==> config.mk <==
export PLATFORM = sky130hd
export DESIGN_NAME = commit_trace_uart_tx
export DESIGN_NICKNAME = d
export VERILOG_FILES = /design/src/rtl/commit_trace_uart_tx.sv
export SDC_FILE = /design/constraint.sdc
export NUM_CORES = 1
export LEC_CHECK = 0
export CAP_MARGIN = 20
export CORE_MARGIN = 2
export CORE_UTILIZATION = 37
export DETAILED_ROUTE_END_ITERATION = 8
export PLACE_DENSITY = 0.62
export SYNTH_ARGS = -nofsm -noshare
export SYNTH_HDL_FRONTEND = slang
export SYNTH_SLANG_ARGS = --single-unit
==> constraint.sdc <==
create_clock -name clk -period 8 [get_ports clk]
set_input_delay 2.4 -clock clk [delete_from_list [all_inputs] [get_ports clk]]
set_output_delay 2.4 -clock clk [all_outputs]
set_load 0.005 [all_outputs]
==> src/rtl/commit_trace_uart_tx.sv <==
// Commit trace streamer: buffers retired register writes in a FIFO and sends each
// as an 8N1 UART frame (address byte, then data bytes MSB first).
module commit_trace_uart_tx #(
  parameter int unsigned DATA_WIDTH     = 32,
  parameter int unsigned REG_ADDR_WIDTH = 5,
  parameter int unsigned FIFO_DEPTH     = 8,
  parameter int unsigned CLKS_PER_BIT   = 434
) (
  input  logic                      clk,
  input  logic                      rst,
  input  logic                      i_wr_en,
  input  logic [REG_ADDR_WIDTH-1:0] i_wr_addr,
  input  logic [DATA_WIDTH-1:0]     i_wr_data,
  output logic                      o_uart_tx,
  output logic                      o_busy,
  output logic                      o_full,
  output logic                      o_overflow
);

  localparam int unsigned NBYTES  = 1 + DATA_WIDTH / 8;
  localparam int unsigned SH_W    = 8 * NBYTES;
  localparam int unsigned ENTRY_W = REG_ADDR_WIDTH + DATA_WIDTH;
  localparam int unsigned PTR_W   = $clog2(FIFO_DEPTH);
  localparam int unsigned CNT_W   = PTR_W + 1;
  localparam int unsigned BAUD_W  = $clog2(CLKS_PER_BIT + 1);
  localparam int unsigned BIDX_W  = $clog2(NBYTES);

  typedef enum logic [1:0] {S_IDLE, S_START, S_DATA, S_STOP} state_t;

  state_t              r_state, w_state_nxt;
  logic [ENTRY_W-1:0]  r_mem [FIFO_DEPTH];
  logic [PTR_W-1:0]    r_wr_ptr, r_rd_ptr;
  logic [CNT_W-1:0]    r_count, w_count_nxt;
  logic [SH_W-1:0]     r_shreg, w_shreg_nxt;
  logic [BAUD_W-1:0]   r_baud, w_baud_nxt;
  logic [2:0]          r_bit_idx, w_bit_nxt;
  logic [BIDX_W-1:0]   r_byte_idx, w_byte_nxt;
  logic                r_tx, w_tx_nxt;
  logic                r_busy, r_full, r_overflow;

  logic                w_push, w_pop, w_drop, w_baud_end;
  logic [ENTRY_W-1:0]  w_head;
  logic [7:0]          w_addr8;
  logic [SH_W-1:0]     w_load;
  logic [7:0]          w_cur_byte;

  // Full is judged on the count before the edge, so a pop never frees room for a same-cycle push
  assign w_push     = i_wr_en && (r_count != CNT_W'(FIFO_DEPTH));
  assign w_drop     = i_wr_en && (r_count == CNT_W'(FIFO_DEPTH));
  assign w_pop      = (r_state == S_IDLE) && (r_count != '0);
  assign w_baud_end = (r_baud == BAUD_W'(CLKS_PER_BIT - 1));
  assign w_head     = r_mem[r_rd_ptr];
  assign w_addr8    = 8'(w_head[ENTRY_W-1:DATA_WIDTH]);
  assign w_load     = {w_addr8, w_head[DATA_WIDTH-1:0]};

  always_ff @(posedge clk) begin
    if (rst) r_state <= S_IDLE;
    else     r_state <= w_state_nxt;
  end

  // Next state plus datapath; the line level is computed from next-state values so it leaves a flop
  always_comb begin
    w_state_nxt = r_state;
    w_baud_nxt  = r_baud + BAUD_W'(1);
    w_bit_nxt   = r_bit_idx;
    w_byte_nxt  = r_byte_idx;
    w_shreg_nxt = r_shreg;
    w_tx_nxt    = 1'b1;
    w_cur_byte  = '0;
    case (r_state)
      S_IDLE: begin
        w_baud_nxt = '0;
        if (w_pop) begin
          w_state_nxt = S_START;
          w_shreg_nxt = w_load;
          w_byte_nxt  = '0;
        end
      end
      S_START: begin
        if (w_baud_end) begin
          w_state_nxt = S_DATA;
          w_baud_nxt  = '0;
          w_bit_nxt   = '0;
        end
      end
      S_DATA: begin
        if (w_baud_end) begin
          w_baud_nxt = '0;
          if (r_bit_idx == 3'd7) w_state_nxt = S_STOP;
          else                   w_bit_nxt   = r_bit_idx + 3'd1;
        end
      end
      S_STOP: begin
        if (w_baud_end) begin
          w_baud_nxt = '0;
          if (r_byte_idx == BIDX_W'(NBYTES - 1)) begin
            w_state_nxt = S_IDLE;
          end else begin
            w_state_nxt = S_START;
            w_byte_nxt  = r_byte_idx + BIDX_W'(1);
            w_shreg_nxt = r_shreg << 8;
          end
        end
      end
      default: w_state_nxt = S_IDLE;
    endcase
    w_cur_byte = w_shreg_nxt[SH_W-1 -: 8];
    case (w_state_nxt)
      S_START: w_tx_nxt = 1'b0;
      S_DATA:  w_tx_nxt = w_cur_byte[w_bit_nxt];
      default: w_tx_nxt = 1'b1;
    endcase
  end

  always_comb begin
    w_count_nxt = r_count;
    case ({w_push, w_pop})
      2'b10:   w_count_nxt = r_count + CNT_W'(1);
      2'b01:   w_count_nxt = r_count - CNT_W'(1);
      default: w_count_nxt = r_count;
    endcase
  end

  always_ff @(posedge clk) begin
    if (w_push) r_mem[r_wr_ptr] <= {i_wr_addr, i_wr_data};
  end

  always_ff @(posedge clk) begin
    if (rst) begin
      r_wr_ptr   <= '0;
      r_rd_ptr   <= '0;
      r_count    <= '0;
      r_shreg    <= '0;
      r_baud     <= '0;
      r_bit_idx  <= '0;
      r_byte_idx <= '0;
      r_tx       <= 1'b1;
      r_busy     <= 1'b0;
      r_full     <= 1'b0;
      r_overflow <= 1'b0;
    end else begin
      if (w_push) r_wr_ptr <= r_wr_ptr + PTR_W'(1);
      if (w_pop)  r_rd_ptr <= r_rd_ptr + PTR_W'(1);
      r_count    <= w_count_nxt;
      r_shreg    <= w_shreg_nxt;
      r_baud     <= w_baud_nxt;
      r_bit_idx  <= w_bit_nxt;
      r_byte_idx <= w_byte_nxt;
      r_tx       <= w_tx_nxt;
      r_busy     <= (w_state_nxt != S_IDLE) || (w_count_nxt != '0);
      r_full     <= (w_count_nxt == CNT_W'(FIFO_DEPTH));
      if (w_drop) r_overflow <= 1'b1;
    end
  end

  assign o_uart_tx  = r_tx;
  assign o_busy     = r_busy;
  assign o_full     = r_full;
  assign o_overflow = r_overflow;

endmodule

==> results of run 1 <==
==> metal layers <==
layer | up-vias | share of wire [%]
met2 | 148 | 48
met4 | 0 | 1.8
met3 | 46 | 4.4
met5 | - | 0
met1 | 3875 | 46
li1 | 3448 | -
==> worst reg2reg max path: cells and delay by family (launching register included) <==
kind            cells  cell delay [ns]
compound gates      2             0.76
simple gates        2             0.13
mux                 3             0.90
flops               1             0.79
buf+inv             1             0.75
==> registers in the layout, summed over array words and instances, names as in the netlist, 2 cells and up, named ones only <==
signal	count
r_rd_ptr	3
r_bit_idx	3
r_state	2
r_wr_ptr	3
r_baud	9
r_byte_idx	3
r_shreg	40
r_count	4
r_mem	296
==> synthesized netlist by cell type, drive strengths merged <==
| cell | number | share of area, % |
|---|---|---|
| o22ai | 2 | 0.086 |
| nor4 | 2 | 0.086 |
| mux2i | 16 | 1.1 |
| nand2b | 3 | 0.13 |
| nor2 | 108 | 2.8 |
| inv | 15 | 0.39 |
| ha | 14 | 1.2 |
| o2111ai | 1 | 0.060 |
| and4b | 1 | 0.069 |
| o41ai | 1 | 0.19 |
| nand4 | 1 | 0.043 |
| nand3b | 1 | 0.052 |
| a22o | 1 | 0.060 |
| nor3 | 16 | 0.58 |
| a31oi | 4 | 0.17 |
| a21oi | 41 | 1.4 |
| edfxtp | 296 | 61 |
| nor3b | 1 | 0.086 |
| a211o | 1 | 0.060 |
| xnor2 | 8 | 0.48 |
| a22oi | 30 | 1.5 |
| o21bai | 1 | 0.052 |
| nand3 | 8 | 0.36 |
| mux2 | 25 | 1.9 |
| o31ai | 2 | 0.10 |
| mux4 | 74 | 11 |
| buf | 24 | 0.96 |
| a222oi | 1 | 0.069 |
| and4bb | 2 | 0.17 |
| clkbuf | 26 | 0.67 |
| xor2 | 10 | 0.60 |
| or4 | 1 | 0.077 |
| dfxtp | 74 | 10 |
| and2 | 2 | 0.10 |
| o32ai | 1 | 0.060 |
| nand4bb | 1 | 0.077 |
| a221oi | 6 | 0.40 |
| nand4b | 2 | 0.12 |
| a31o | 2 | 0.12 |
| o21ai | 3 | 0.10 |
| or3 | 1 | 0.043 |
| o211ai | 2 | 0.10 |
| nor2b | 1 | 0.043 |
| nand2 | 22 | 0.57 |
==> kinds of logic (layout without fill, tap and decap cells) <==
| kind of cell | Yosys count | count (layout) |
|---|---|---|
| multiplexers | 115 | 115 |
| flip-flops | 370 | 370 |
| adder cells (fa/ha/maj) | 14 | 14 |
| buffers and inverters | 65 | 146 |
| AND/OR/NAND/NOR | 173 | 173 |
| XOR/XNOR | 18 | 18 |
| AO/OA/AOI/OAI | 99 | 99 |
==> metrics by stage <==
step / area [sq um] / setup WS [ns] / instances / utilization (%) / hold WS (ns)
2_1_floorplan: 14560 / 1.120 / 854 / - / 0.4446
3_3_place_gp: 15600 / 3.032 / 1384 / 40.26 / 0.4456
3_5_place_dp: 15600 / 3.031 / 1384 / 40.26 / 0.4738
4_1_cts: 16760 / 3.589 / 1453 / 43.28 / 0.4882
5_1_grt: 16760 / 3.379 / 1453 / 43.28 / 0.5179
6_report: 16760 / 3.563 / 1453 / 43.28 / 0.4861
==> worst min-delay path by stage <==
stage,from,to,cells past startpoint
CTS,o_overflow,o_overflow,2
detailed placement,r_rd_ptr[1],register,2
finish,o_overflow,o_overflow,2
floorplan,r_baud[0],r_baud[0],1
global route,r_shreg[24],r_shreg[24],2
global placement,o_overflow,o_overflow,2
==> final cells by class <==
type	instances	area share [%]
clock inverters	15	0.6120
well taps	518	3.866
multi-input cells	419	23.53
clock buffers	54	6.352
flip-flops and latches	370	61.91
inverters	15	0.3359
repair buffers	62	3.389
==> power groups by stage <==
stage	sequential [mW]	clock, mW	combinational [mW]
floorplan	2.38	0	1.01
global placement	2.47	0	1.29
detailed placement	2.47	0	1.31
CTS	2.43	1.71	1.31
global route	2.46	1.78	1.43
finish	2.43	1.66	1.30
==> results.toml, run 1 <==
[worst_setup_path]
critPathLaunchType = "primary input"
path_class = "in2reg"
cp_max_fo = 7
cp_cell_sequence = "clkdlybuf4s50_1 -> and2_1 -> inv_1 -> ha_1 -> xor2_1 -> ha_1 -> a21oi_1 -> xor2_1 -> nor2_1 -> xnor2_1 -> nand2_1 -> nor2_1 -> a31oi_1"
critPathSlowestCell = "clkdlybuf4s50_1"
timing.rr.end = "o_uart_tx"
r2r_cells = 8
crit_arrival_ns = 4.83
path_delay_family = "buffers and inverters"
cp.depth = 13
endpoint = "o_busy"
crit_start = "i_wr_en"
ff2ff_setup_slack_ns = 4.55
critPathCaptureType = "register"
crit_buf_inv = 2
cpPeakStageDelay_ns = 0.47
worstPathRequired_ns = 8.39

[pwr]
p_switching_mw = 1.596
ir_drop_v = 0.0001914
p_leak_nw = 5.348
pwr-share-seq_pct = 45.1
power.total_mw = 5.384
intPower_mw = 3.788
pwr-share-comb_pct = 24.1
clock_power_share_pct = 30.8
power_density_nw_per_um2 = 321.2
swShare_pct = 29.65

[die]
die_y_microns = 202.4
core_sq_um = 38740
die_x_microns = 202.4
io_pins = 44
num_rows = 72
start_util_pct = 37.59
die-area_sq_um = 40960

[timing]
relSlewSlack_pct = 40.72
tns_ns = 0
max_freq_mhz = 225.4
report.final.slew_viol_count = 0
grt_setup_unrepaired = "false"
final.setup_skew_ns = 0.02547
period_needed_ns = 4.437
hold_viol = 0
setup_viol = 0
finalCritPeriodShare_pct = 55.46
tightest_slew_ns = 0.8891

[clock_tree]
cts.repair.resized = 0
clk_latency_ns = 0.55
cts_made_buffers = 39
hold_buffers = 0
cts_tree = "yes"
h-tree-depth = 2
path_clk_slew_ns = 0.06
cts_root_buffer = "clkbuf_16"
cts_setup_buffers = 0
clock_sinks = 370
cts_buffer_depth = 3

[placed_design]
port_buffers = 43
gp_congestion = 0.7476
dpl.hpwl_mm = 16.51

[status]
status = "finished, final reports clean"

[cells_and_area]
num-nets-final = 961
final_common_cell = "edfxtp_1"
fill_cells = 3452
n_antenna_cell = 0
mostFrequentLayoutCells = "edfxtp_1, nor2_1, mux4_2"
seqCellArea_sq_um = 10380
multi_input_area_sq_um = 3945
synthToLayoutAreaGrowth_pct = 15.13
drive_gt1_share_pct = 20.53

[synth]
synth_cell_types = 52
synth-simple-area-share_pct = 5.397
syn-cell-area_sq_um = 14560
syn-instance-count = 854
yosysWarnings = 0
synthMuxAreaShare_pct = 14.48
avgSynthCellArea_sq_um = 17.05
ys_ff_latch = 370
synth_top_family_by_area = "multiplexers"
synth_compound_area_share_pct = 4.597
synth_nets = 908
yosysSeqAreaShare_pct = 71.22
synth-adder-area-share_pct = 1.203
synth-xor-area-share_pct = 1.083

[global_routing]
first_global_vias = 7575
antenna_found_initial = 0
met1_usage_pct = 19.56
grtUsageTotal_pct = 14.15
grt_max_degree = 66
use_met2_pct = 23.10
grtUsageMet3_pct = 2.580
grt_pass1_wl_mm = 44.28
busiest_layer = "met2"
overflow = 0

[routing]
final_antenna_net_count = 0
num_vias = 7517
wirelength_mm = 29.04
drcViolationCount = 0
wl_per_cell_microns = 19.98
drtIter0Drc = 538
dr.pass1.iters = 5
via_per_inst = 5.173

[flow_run]
max_cap_violations = 0

[worst_hold_path]
hold_class = "reg2reg"
(Power assumes the default switching activity.)
==> inputs of run 2 (changes only) <==
- clock period: 8 -> 4.45 ns (I/O delays scaled with it)
==> results.toml, run 2 (synthesis results as in run 1) <==
[status]
status = "finished, final reports clean"

[global_routing]
grt_max_degree = 45
first_global_vias = 7616
grt_pass1_wl_mm = 44.27
overflow = 0
grtUsageTotal_pct = 14.09
antenna_found_initial = 0

[timing]
hold_viol = 0
report.final.slew_viol_count = 0
setup_viol = 0
period_needed_ns = 3.399
relSlewSlack_pct = 38.55
grt_setup_unrepaired = "false"
max_freq_mhz = 294.2
finalCritPeriodShare_pct = 76.38
setup_slack_ns = 1.051
final.setup_skew_ns = 0.02425
tightest_slew_ns = 0.9217

[clock_tree]
cts.repair.resized = 0
cts_buffer_depth = 3
cts_root_buffer = "clkbuf_16"
cts_setup_buffers = 0
clock_sinks = 370
clk_latency_ns = 0.53
cts_made_buffers = 39
h-tree-depth = 2
path_clk_slew_ns = 0.05
hold_buffers = 0
cts_tree = "yes"

[routing]
num_vias = 7435
wirelength_mm = 28.45
final_antenna_net_count = 0
dr.pass1.iters = 7
drcViolationCount = 0
via_per_inst = 5.117
wl_per_cell_microns = 19.58
drtIter0Drc = 527

[worst_setup_path]
cp.depth = 13
critPathLaunchType = "primary input"
path_delay_family = "buffers and inverters"
worstPathRequired_ns = 4.82
r2r_cells = 14
crit_arrival_ns = 3.77
cpPeakStageDelay_ns = 0.47
crit_buf_inv = 2
path_class = "in2reg"
critPathCaptureType = "register"
cp_cell_sequence = "clkdlybuf4s50_1 -> and2_1 -> inv_1 -> ha_1 -> xor2_1 -> ha_1 -> a21oi_1 -> xor2_1 -> nor2_1 -> xnor2_1 -> nand2_1 -> nor2_1 -> a31oi_1"
cp_max_fo = 7
critPathSlowestCell = "clkdlybuf4s50_1"

[cells_and_area]
top_regs = "r_mem: 296 flops, r_shreg: 40 flops, r_baud: 9 flops"
largest_reg_flops = 296
synthToLayoutAreaGrowth_pct = 15.98
fin_area_sq_um = 16890
top_register = "r_mem"
num-nets-final = 961
multi_input_area_sq_um = 3960
drive_gt1_share_pct = 20.21
fill_cells = 3439
n_antenna_cell = 0
final_common_cell = "edfxtp_1"
seqCellArea_sq_um = 10380
mostFrequentLayoutCells = "edfxtp_1, nor2_1, mux4_2"
post-route-util_pct = 43.60

[pwr]
power_density_nw_per_um2 = 578.9
power.total_mw = 9.776
p_leak_nw = 5.366
ir_drop_v = 0.0003023

[die]
core_sq_um = 38740
die_x_microns = 202.4
die_y_microns = 202.4
io_pins = 44
num_rows = 72
start_util_pct = 37.59
die-area_sq_um = 40960

[placed_design]
gp_congestion = 0.7728
port_buffers = 43
dpl.hpwl_mm = 16.51
dpl_cell_area_sq_um = 15670
pre_cts_ws_ns = 0.4981

[worst_hold_path]
hold_depth = 2
hold_class = "reg2reg"

[flow_run]
max_cap_violations = 0
==> run 2: path summary, 6_finish.rpt <==
path / startpoint / end / slack [ns]
max reg2reg: r_count[1] / o_busy / 1.55
min reg2reg: o_overflow / o_overflow / 0.48
min: o_overflow / o_overflow / 0.48
max: i_wr_en / o_busy / 1.05
==> run 2: metrics by stage <==
step           instances  setup TNS (ns)  hold slack (ns)
2_1_floorplan        854          -43.12           0.4446
4_1_cts             1453               0           0.4860
3_3_place_gp        1384               0           0.4593
3_5_place_dp        1384               0           0.4723
5_1_grt             1453               0           0.5042
6_report            1453               0           0.4752
==> run 2: report_power, final <==
group	internal [mW]	leakage (nW)	switching [mW]	total, mW
sequential	4.11	3.29	0.289	4.40
combinational	1.02	1.49	1.29	2.31
clock	1.81	0.583	1.25	3.06
total	6.95	5.37	2.83	9.78
==> run 2: worst register-to-register path, stage by stage (launching register included) <==
cell and delay (ns):
dfxtp_1 0.41, nor3_1 0.31, nand2_1 0.07, and2_1 0.23, inv_1 0.29, ha_1 0.33, xor2_1 0.10, ha_1 0.19
a21oi_1 0.15, xor2_1 0.16, nor2_1 0.06, xnor2_1 0.17, nand2_1 0.09, nor2_1 0.09, a31oi_1 0.08
==> run 2: area by class of cell <==
class | instances | share of cell area (%)
Inverter | 15 | 0.3334
Clock buffer | 52 | 6.127
Timing Repair Buffer | 62 | 3.734
Multi-Input combinational cell | 419 | 23.45
Tap cell | 518 | 3.838
Sequential cell | 370 | 61.46
Clock inverter | 17 | 1.059
==> run 2: metal layers <==
layer / wire length [microns] / share of wire [%] / track usage, % / vias to the layer above
li1: - / - / - / 3446
met1: 12670 / 45 / 19.13 / 3788
met2: 13820 / 49 / 23.41 / 152
met3: 1339 / 4.7 / 2.402 / 49
met4: 628 / 2.2 / 4.015 / 0
met5: 0 / 0 / 0 / -
